--- config.mk ---
export PLATFORM = sky130hd
export DESIGN_NAME = uart_rx_cfg
export DESIGN_NICKNAME = d
export VERILOG_FILES = /design/src/rtl/uart_rx_cfg.sv
export SDC_FILE = /design/constraint.sdc
export NUM_CORES = 1
export LEC_CHECK = 0
export ABC_AREA = 0
export BUFFER_PORTS_ARGS = -buffer_cell sky130_fd_sc_hd__buf_2
export CORE_MARGIN = 2
export CORE_UTILIZATION = 45
export CTS_BUF_LIST = sky130_fd_sc_hd__clkbuf_8
export DETAILED_ROUTE_END_ITERATION = 16
export SYNTH_ARGS = -nofsm -noshare
export SYNTH_HDL_FRONTEND = slang
export SYNTH_SLANG_ARGS = --single-unit
export TNS_END_PERCENT = 1
--- constraint.sdc ---
create_clock -name clk_i -period 4.6 [get_ports clk_i]
set_input_delay 0.23 -clock clk_i [delete_from_list [all_inputs] [get_ports clk_i]]
set_output_delay 0.23 -clock clk_i [all_outputs]
set_load 0.02 [all_outputs]
--- src/rtl/uart_rx_cfg.sv ---
// uart_rx_cfg: configurable UART receiver (5-8 data bits, optional even/odd
// parity, 1 or 2 stop bits) with parity/framing error flags, break detection
// and a first-word-fall-through receive FIFO.
//
// Ports:
//   clk_i, rst_i          clock, synchronous active-high reset
//   rx_i                  asynchronous serial input, idles high
//   clks_per_bit_i        clock cycles per bit (>= 4)
//   data_bits_i           00=5, 01=6, 10=7, 11=8 data bits
//   parity_en_i           parity bit present
//   parity_odd_i          1 = odd parity, 0 = even
//   stop2_i               check two stop bits
//   rx_data_o             head-of-FIFO character, right-aligned
//   rx_perr_o, rx_ferr_o  head-of-FIFO parity / framing error flags
//   rx_valid_o            FIFO not empty
//   rx_ready_i            pop head when rx_valid_o & rx_ready_i
//   overrun_o             one-cycle pulse: character dropped, FIFO full
//   break_o               one-cycle pulse: break detected
//   fifo_count_o          FIFO occupancy
module uart_rx_cfg #(
  parameter int unsigned CNT_W      = 16,
  parameter int unsigned FIFO_DEPTH = 4
) (
  input  logic                          clk_i,
  input  logic                          rst_i,
  input  logic                          rx_i,
  input  logic [CNT_W-1:0]              clks_per_bit_i,
  input  logic [1:0]                    data_bits_i,
  input  logic                          parity_en_i,
  input  logic                          parity_odd_i,
  input  logic                          stop2_i,
  output logic [7:0]                    rx_data_o,
  output logic                          rx_perr_o,
  output logic                          rx_ferr_o,
  output logic                          rx_valid_o,
  input  logic                          rx_ready_i,
  output logic                          overrun_o,
  output logic                          break_o,
  output logic [$clog2(FIFO_DEPTH):0]   fifo_count_o
);

  localparam int unsigned AW = $clog2(FIFO_DEPTH);
  localparam int unsigned CW = AW + 1;
  localparam int unsigned EW = 10;  // {data[7:0], perr, ferr}

  typedef enum logic [2:0] {
    S_IDLE, S_START, S_DATA, S_PARITY, S_STOP1, S_STOP2, S_WAIT_HIGH
  } state_t;

  state_t            r_state, w_state_nxt;
  logic [1:0]        r_sync;
  logic [CNT_W-1:0]  r_cnt, w_cnt_nxt;
  logic [2:0]        r_idx, w_idx_nxt;
  logic [7:0]        r_shift, w_shift_nxt;
  logic              r_perr, w_perr_nxt;
  logic              r_zero, w_zero_nxt;   // every bit sampled so far was 0
  logic [CNT_W-1:0]  r_cpb;
  logic [1:0]        r_dbits;
  logic              r_pen, r_podd, r_stop2;
  logic              r_break, r_overrun;
  logic [EW-1:0]     r_mem [FIFO_DEPTH];
  logic [AW-1:0]     r_wr, r_rd;
  logic [CW-1:0]     r_count;

  logic              w_rxs, w_latch, w_push, w_push_ferr, w_brk;
  logic [CNT_W-1:0]  w_half, w_last;
  logic [2:0]        w_last_idx;
  logic              w_full, w_empty, w_pop, w_wr_en;
  logic [EW-1:0]     w_head;

  assign w_rxs      = r_sync[1];
  assign w_last     = r_cpb - CNT_W'(1);
  assign w_half     = w_last >> 1;
  assign w_last_idx = 3'(r_dbits) + 3'd4;

  // Next-state and datapath updates for the receive FSM
  always_comb begin
    w_state_nxt = r_state;
    w_cnt_nxt   = r_cnt + CNT_W'(1);
    w_idx_nxt   = r_idx;
    w_shift_nxt = r_shift;
    w_perr_nxt  = r_perr;
    w_zero_nxt  = r_zero;
    w_latch     = 1'b0;
    w_push      = 1'b0;
    w_push_ferr = 1'b0;
    w_brk       = 1'b0;
    case (r_state)
      S_IDLE: begin
        w_cnt_nxt   = '0;
        w_idx_nxt   = '0;
        w_shift_nxt = '0;
        w_perr_nxt  = 1'b0;
        w_zero_nxt  = 1'b1;
        if (!w_rxs) begin
          w_latch     = 1'b1;
          w_state_nxt = S_START;
        end
      end
      S_START: begin
        if (r_cnt == w_half) begin
          w_cnt_nxt   = '0;
          w_state_nxt = w_rxs ? S_IDLE : S_DATA;  // high at mid-start: glitch
        end
      end
      S_DATA: begin
        if (r_cnt == w_last) begin
          w_cnt_nxt          = '0;
          w_shift_nxt[r_idx] = w_rxs;
          w_zero_nxt         = r_zero & ~w_rxs;
          if (r_idx == w_last_idx) w_state_nxt = r_pen ? S_PARITY : S_STOP1;
          else                     w_idx_nxt   = r_idx + 3'd1;
        end
      end
      S_PARITY: begin
        if (r_cnt == w_last) begin
          w_cnt_nxt   = '0;
          w_perr_nxt  = (^r_shift) ^ w_rxs ^ r_podd;
          w_zero_nxt  = r_zero & ~w_rxs;
          w_state_nxt = S_STOP1;
        end
      end
      S_STOP1: begin
        if (r_cnt == w_last) begin
          w_cnt_nxt = '0;
          if (r_stop2 && w_rxs) begin
            w_state_nxt = S_STOP2;
          end else begin
            w_push      = 1'b1;
            w_push_ferr = ~w_rxs;
            w_brk       = r_zero & ~w_rxs;
            w_state_nxt = w_rxs ? S_IDLE : S_WAIT_HIGH;
          end
        end
      end
      S_STOP2: begin
        if (r_cnt == w_last) begin
          w_cnt_nxt   = '0;
          w_push      = 1'b1;
          w_push_ferr = ~w_rxs;
          w_state_nxt = w_rxs ? S_IDLE : S_WAIT_HIGH;
        end
      end
      S_WAIT_HIGH: begin
        w_cnt_nxt = '0;
        if (w_rxs) w_state_nxt = S_IDLE;
      end
      default: w_state_nxt = S_IDLE;
    endcase
  end

  assign w_empty = (r_count == '0);
  assign w_full  = (r_count == CW'(FIFO_DEPTH));
  assign w_pop   = ~w_empty & rx_ready_i;
  assign w_wr_en = w_push & (~w_full | w_pop);

  // State, shadow config, synchroniser, FIFO pointers and pulses
  always_ff @(posedge clk_i) begin
    if (rst_i) begin
      r_state   <= S_IDLE;
      r_sync    <= 2'b11;
      r_cnt     <= '0;
      r_idx     <= '0;
      r_shift   <= '0;
      r_perr    <= 1'b0;
      r_zero    <= 1'b1;
      r_cpb     <= '0;
      r_dbits   <= '0;
      r_pen     <= 1'b0;
      r_podd    <= 1'b0;
      r_stop2   <= 1'b0;
      r_break   <= 1'b0;
      r_overrun <= 1'b0;
      r_wr      <= '0;
      r_rd      <= '0;
      r_count   <= '0;
    end else begin
      r_state   <= w_state_nxt;
      r_sync    <= {r_sync[0], rx_i};
      r_cnt     <= w_cnt_nxt;
      r_idx     <= w_idx_nxt;
      r_shift   <= w_shift_nxt;
      r_perr    <= w_perr_nxt;
      r_zero    <= w_zero_nxt;
      if (w_latch) begin
        r_cpb   <= clks_per_bit_i;
        r_dbits <= data_bits_i;
        r_pen   <= parity_en_i;
        r_podd  <= parity_odd_i;
        r_stop2 <= stop2_i;
      end
      r_break   <= w_brk;
      r_overrun <= w_push & w_full & ~w_pop;
      if (w_wr_en) r_wr <= r_wr + AW'(1);
      if (w_pop)   r_rd <= r_rd + AW'(1);
      case ({w_wr_en, w_pop})
        2'b10:   r_count <= r_count + CW'(1);
        2'b01:   r_count <= r_count - CW'(1);
        default: r_count <= r_count;
      endcase
    end
  end

  // FIFO storage; contents are qualified by the occupancy count
  always_ff @(posedge clk_i) begin
    if (w_wr_en) r_mem[r_wr] <= {r_shift, r_perr, w_push_ferr};
  end

  assign w_head       = r_mem[r_rd];
  assign rx_valid_o   = ~w_empty;
  assign rx_data_o    = w_empty ? 8'h00 : w_head[9:2];
  assign rx_perr_o    = ~w_empty & w_head[1];
  assign rx_ferr_o    = ~w_empty & w_head[0];
  assign overrun_o    = r_overrun;
  assign break_o      = r_break;
  assign fifo_count_o = r_count;

endmodule

Word level (Yosys, flattened, before mapping)
Memories as Yosys holds them, arrays and structs flattened. A register that Yosys moved wholly into a read port is not among the register bits.
Index checks and enable logic that the tools add are counted.

storage, ports and cells
  input bits = 25
  memories kept = 1
  RAM bits = 40
  bits in registers = 64
  output and inout port bits = 16

cells by class
  muxes and demuxes = 44
  reduce and logical (&&, ||, !) cells = 18
  equal/unequal tests = 22
  add/sub/neg operators = 8
  magnitude comparators = 2
  bitwise operators = 16

memory list
  name   depth  bits a word  rd ports  clocked after memory_dff  wr ports  line  source
  r_mem  4      10           1         1                         1         61    logic [EW-1:0] r_mem [FIFO_DEPTH];

operator list
  operator                                                               number
  16-bit case mux with 3 select lines                                    1
  3-bit 2-to-1 mux                                                       13
  16-bit 2-to-1 mux                                                      2
  3-bit case mux with 7 select lines                                     1
  2-bit inequality test (second input constant)                          9
  16-bit by 1-bit adder with 16-bit output (second input constant)       1
  16-bit by 15-bit == test with 1-bit output                             1
  16-bit == test                                                         1
  8-bit 2-to-1 mux                                                       2
  8-bit case mux with 2 select lines                                     1
  16-bit by 1-bit subtractor with 16-bit output (second input constant)  1
  1-bit 2-to-1 mux                                                       13
  3-bit == test (second input constant)                                  4
  3-bit case mux with 2 select lines                                     2
  8-bit bitwise mux                                                      1
  1-bit case mux with 2 select lines                                     4
  8-bit AND reduction                                                    1
  2-bit nonzero test                                                     4
  4-bit OR reduction                                                     2
  8-bit parity                                                           1
  1-bit bitwise AND                                                      7
  3-bit by 1-bit adder with 3-bit output (second input constant)         2
  3-bit by 2-bit == test with 1-bit output (second input constant)       2
  3-bit zero test                                                        2
  19 further kinds                                                       32

Logic depth before layout (Yosys ltp)
  word-level depth = 7
  depth in mapped cells = 17

Worst setup path before layout
OpenSTA, ideal clock, no wires.

  path type = reg-to-reg
  start point = reg r_cpb[0]
  end point = reg r_count[2] (netlist: fifo_count_o[2])
  stages on the path, launching flop included = 18
  setup slack = 0.803 ns
  required time = 4.470 ns
  period minus slack after synthesis = 3.797 ns
  arrival time = 3.667 ns
  buffers on the path = 2
  cell sequence = dfxtp_1 inv_1 ha_1 buf_2 or4b_1 clkbuf_1 or4_1 xor2_1 xnor2_1 nor4_2 nand3_1 nand2_1 inv_1 fa_1 inv_1 and3_1 o21ai_0 nor3b_1

on the way
  cells in the longest elaborated chain, start to end = 7

RTL lines
  item                                                                              line      source
  from (decl)                                                                       57        logic [CNT_W-1:0] r_cpb;
  from (signal assigned)                                                            186       r_cpb <= clks_per_bit_i;
  16-bit by 1-bit subtractor with 16-bit output *                                   72        assign w_last = r_cpb - CNT_W'(1);
  16-bit == test *                                                                  124, 137
  1-bit 2-to-1 mux (on tied branches)                                               137, 124
  1-bit case mux with 2 select lines *                                              88        case (r_state)
  1-bit bitwise AND *                                                               155       assign w_wr_en = w_push & (~w_full | w_pop);
  2-bit by 1-bit == test with 1-bit output / 2-bit == test (equally long branches)  196       case ({w_wr_en, w_pop})
  3-bit case mux with 2 select lines / 2-bit nonzero test (equally long branches)   -
  to (signal assigned)                                                              197       2'b10: r_count <= r_count + CW'(1);
  to (signal assigned)                                                              198       2'b01: r_count <= r_count - CW'(1);
  to (signal assigned)                                                              199       default: r_count <= r_count;
  to (decl)                                                                         63        logic [CW-1:0] r_count;

Mark *: on every way between the ends. The rest lies on a longest branch, timed or not.
A chain may end at the register's enable or synchronous reset.

Worst setup path after layout
Same ends and word-level chain as after synthesis.

==> impl_summary.txt <==
----------------------------------------------------
[Finish]
  Fillers ... 1211
  Finished layout cell area ... ~0.0062 sq mm
  Synthesis-to-layout area growth ... 7.620%
  Fraction of final layout cells sized beyond drive strength 1 ... 0.1481
  Antenna fix cells ... 0
  Number of nets in the final layout ... approximately 650

[Global routing]
  Initial antenna violation count ... 0
  Remaining global-route overflow ... 0
  Global-route wire length before repair ... 20.31 mm
  Fraction of met2 tracks used by global routing ... 0.2802
  Met3 Resource Use GR ... 0.04583
  Busiest grt layer ... met1
  Overall fraction of global-route tracks in use ... 0.1930
  Via count of the first global-routing pass ... roughly 3900
  Met1 track utilization from global routing ... 0.2872
  Pin count of the biggest net entering global routing ... 46

[Clock network]
  Sinks on Clock Net ... 106
  Total of cells resized after clock tree synthesis ... 0
  H-Tree Level Count ... 3
  TritonCTS clock tree ... built
  Clk pin slew, worst setup/hold paths ... 110 ps
  Hold-fix buffer count after cts ... 0
  Clk_lat worst skew ... about 390 ps
  Clock buffers created by TritonCTS ... 9
  Post-CTS setup buffer count ... 0
  Buffers from clock root to sink, at most ... 2
  Root Buffer ... sky130_fd_sc_hd__clkbuf_8

[Pwr]
  Share of total power in sequential cells ... 0.486
  Net Sw Frac ... 0.3374
  Reported net switching power ... 0.7391 mW
  Static leakage ... 2.242 nW
  Total internal power ... 1.451 mW
  Peak supply drop ... 242.1 uV
  Clock share of power ... 0.254
  Combinational share of power ... 0.260
  Total power divided by cell area ... 355.1 mW/mm^2

[Synth]
  Most common cell in the synthesized netlist ... sky130_fd_sc_hd__nand2_1
  Area share of the leading cell type in the synthesized netlist ... 0.2306
  Primary FF master, synth ... sky130_fd_sc_hd__dfxtp_1
  Syn_area_per_cell ... around 9.5 sq um
  Combined area of all synthesized cells ... 0.005730 sq mm
  Fraction of registers with async set/reset ... 0
  Area leader, netlist ... sky130_fd_sc_hd__dfxtp_1
  Commonest cells in the synthesized netlist ... sky130_fd_sc_hd__nand2_1, sky130_fd_sc_hd__dfxtp_1, sky130_fd_sc_hd__nor2_1
  Number of distinct library cells after synthesis ... 66
  Net count after synthesis ... 640
  Largest cells by area after synthesis ... sky130_fd_sc_hd__dfxtp_1, sky130_fd_sc_hd__edfxtp_1, sky130_fd_sc_hd__xnor2_1
  Mapped Cells ... 604
  Number of enable-type register cells in the synthesized netlist ... 40
  Number of flip-flops and latches in the synthesized netlist ... approximately 110
  Synth warn ... 0
  Share of the yosys chip area belonging to registers ... 0.4402

[Place]
  Routability Congestion ... 0.8540
  HPWL after detailed placement ... between 8 and 9 mm
  DP Worst Slack ... 386.9 ps
  Post-detailed-placement cell area ... between 0.005 and 0.006 sq mm
  Port bufs ... 40

[STA]
  Final critical-path share of the clock period ... 0.9325
  Final hold violation count ... 0
  Tightest Pin Transition ... ~840 ps
  Final number of max-transition violations ... 0
  Peak clock frequency supported by timing ... 233.1 MHz
  Min Tclk post-route ... 4290 ps
  Worst clock skew ... 8.491 ps
  Worst hold slack across all endpoints ... 20.10 ps
  Worst relative slew slack ... 0.4394
  Count of endpoints failing setup in the final report ... 0
  Min setup slack post-route ... around 310 ps
  RSZ-0062 raised after global routing ... false
  Total negative setup slack ... 0 ps

[Detailed routing]
  Mean number of vias per cell ... 5.438
  Post-DRT Antenna Nets ... 0
  Post-detailed-routing wire length ... 12.47 mm
  Detailed-router iteration count before antenna repair ... 4
  Mean routed wirelength per cell ... 15.72 microns
  Total DRC errors in the routed layout ... 0
  DRT iter0 DRCs ... 274
  Total number of vias ... 4312

[Die]
  # rows ... 41
  Horiz. Die Dim ... 116.8 microns
  Initial core utilization ... 0.4578
  Number of primary I/O pins ... 41
  Core footprint ... roughly 0.013 sq mm
  Vert. Die Dim ... 116.8 microns
  Full die area ... roughly 0.014 sq mm

[Critical path]
  Worst endpoint required time ... between 4000 and 5000 ps
  Crit end category ... flop
  Critical path fanouts, max ... 10
  Setup crit start kind ... flop
  Critical Path AT ... approximately 4500 ps
  Critical Setup Path Class ... flop to flop

[Job]
  Maximum Capacitance Violations ... 0

[Run status]
  Status ... finished, final reports clean

[Hold path]
  Worst min path class ... input port to flop

----------------------------------------------------
[registers in the layout, summed over array words and instances (netlist names), 3 cells and up, named ones only]
| name | cells |
|---|---|
| r_shift | 8 |
| r_idx | 3 |
| r_cnt | 16 |
| r_state | 3 |
| r_mem | 40 |
| fifo_count_o | 3 |
| r_cpb | 16 |
[layout by cell type, fill, tap and decap left out, drive strengths merged, types with 3 or more instances in the layout]
| cell type | netlist | layout |
|---|---|---|
| ha | 10 | 10 |
| a221oi | 3 | 3 |
| xnor2 | 39 | 39 |
| nor2 | 50 | 50 |
| or4 | 7 | 7 |
| or2 | 9 | 9 |
| inv | 17 | 23 |
| buf | 8 | 45 |
| nand4b | 4 | 4 |
| nor3b | 3 | 3 |
| o31ai | 4 | 4 |
| mux4 | 10 | 10 |
| nor4b | 4 | 4 |
| or3 | 9 | 9 |
| clkbuf | 36 | 9 |
| edfxtp | 40 | 40 |
| xor2 | 21 | 21 |
| nand2 | 72 | 72 |
| and3 | 7 | 7 |
| mux2i | 5 | 5 |
| nand3b | 3 | 3 |
| nand2b | 9 | 9 |
| o22ai | 3 | 3 |
| nand3 | 21 | 21 |
| nor3 | 17 | 17 |
| mux2 | 4 | 4 |
| and2 | 16 | 16 |
| nor4 | 12 | 12 |
| a211oi | 3 | 3 |
| a31oi | 3 | 3 |
| o211ai | 12 | 12 |
| a21oi | 33 | 33 |
| o21ai | 17 | 17 |
| dfxtp | 66 | 66 |
| nand4 | 5 | 5 |
[cell families (layout without fill, tap and decap cells)]
kind of cell / Yosys count / in the layout / synth area share
xor gates and xnor gates: 61 / 61 / 0.09585
buffers and inverters: 61 / 78 / 0.04563
and+or+nand+nor: 251 / 251 / 0.2260
muxes: 19 / 19 / 0.05590
adders and majority gates: 11 / 11 / 0.02533
AOI/OAI and AO/OA: 95 / 95 / 0.1111
DFF: 106 / 106 / 0.4402
[power groups by stage]
stage | logic [mW] | clock network (mW) | registers [mW]
2_1_floorplan | 0.489 | 0 | 1.05
3_3_place_gp | 0.554 | 0 | 1.08
3_5_place_dp | 0.564 | 0 | 1.09
4_1_cts | 0.567 | 0.568 | 1.06
5_1_grt | 0.628 | 0.607 | 1.08
6_report | 0.570 | 0.556 | 1.06
[area by class of cell]
type                            instances  area (sq um)  share of cell area
Sequential cell                       106          2522              0.4090
Clock buffer                            9         123.9             0.02009
Inverter                               17         63.81             0.01035
Multi-Input combinational cell        437          2947              0.4778
Tap cell                              172         215.2             0.03490
Clock inverter                          7         57.56            0.009333
Timing Repair Buffer                   45         237.7             0.03855
[metrics by stage]
step	utilization	cells	power, mW
6_report	0.4927	793	2.190
5_1_grt	0.4927	793	2.310
4_1_cts	0.4927	793	2.200
3_5_place_dp	0.4782	777	1.650
3_3_place_gp	0.4782	777	1.638
2_1_floorplan	-	604	1.538
[critical path: stages, from the launching register on]
cell and delay [ps]:
sky130_fd_sc_hd__dfxtp_1 370, sky130_fd_sc_hd__inv_1 80, sky130_fd_sc_hd__ha_1 350, sky130_fd_sc_hd__or4b_1 660, sky130_fd_sc_hd__or4_1 640, sky130_fd_sc_hd__xor2_1 180
sky130_fd_sc_hd__xnor2_1 180, sky130_fd_sc_hd__nor4_2 400, sky130_fd_sc_hd__nand3_1 200, sky130_fd_sc_hd__nand2_1 130, sky130_fd_sc_hd__inv_1 60, sky130_fd_sc_hd__fa_1 350
sky130_fd_sc_hd__inv_1 80, sky130_fd_sc_hd__and3_1 180, sky130_fd_sc_hd__o21ai_0 110, sky130_fd_sc_hd__nor3b_1 160
[per-layer routing]
metal / wire (microns) / share of wire / vias to the layer above
met4: 188 / 0.015 / 0
met1: 6204 / 0.50 / 2019
met2: 5362 / 0.43 / 112
li1: - / - / 2166
met5: 0 / 0 / -
met3: 710 / 0.057 / 15
[worst paths after layout]
kind	startpoint	endpoint	slack [ps]	cells after the start
worst max-delay path	r_cpb[0]$_SDFFE_PP0P_	fifo_count_o[2]$_SDFFE_PP0P_	310	15
worst min-delay path	rx_i	r_sync[0]$_SDFF_PP1_	20	2
worst max register to register	r_cpb[0]$_SDFFE_PP0P_	fifo_count_o[2]$_SDFFE_PP0P_	310	15
worst min register to register	r_sync[0]$_SDFF_PP1_	r_sync[1]$_SDFF_PP1_	430	1
No activity file was read; power rests on OpenSTA's default activity.
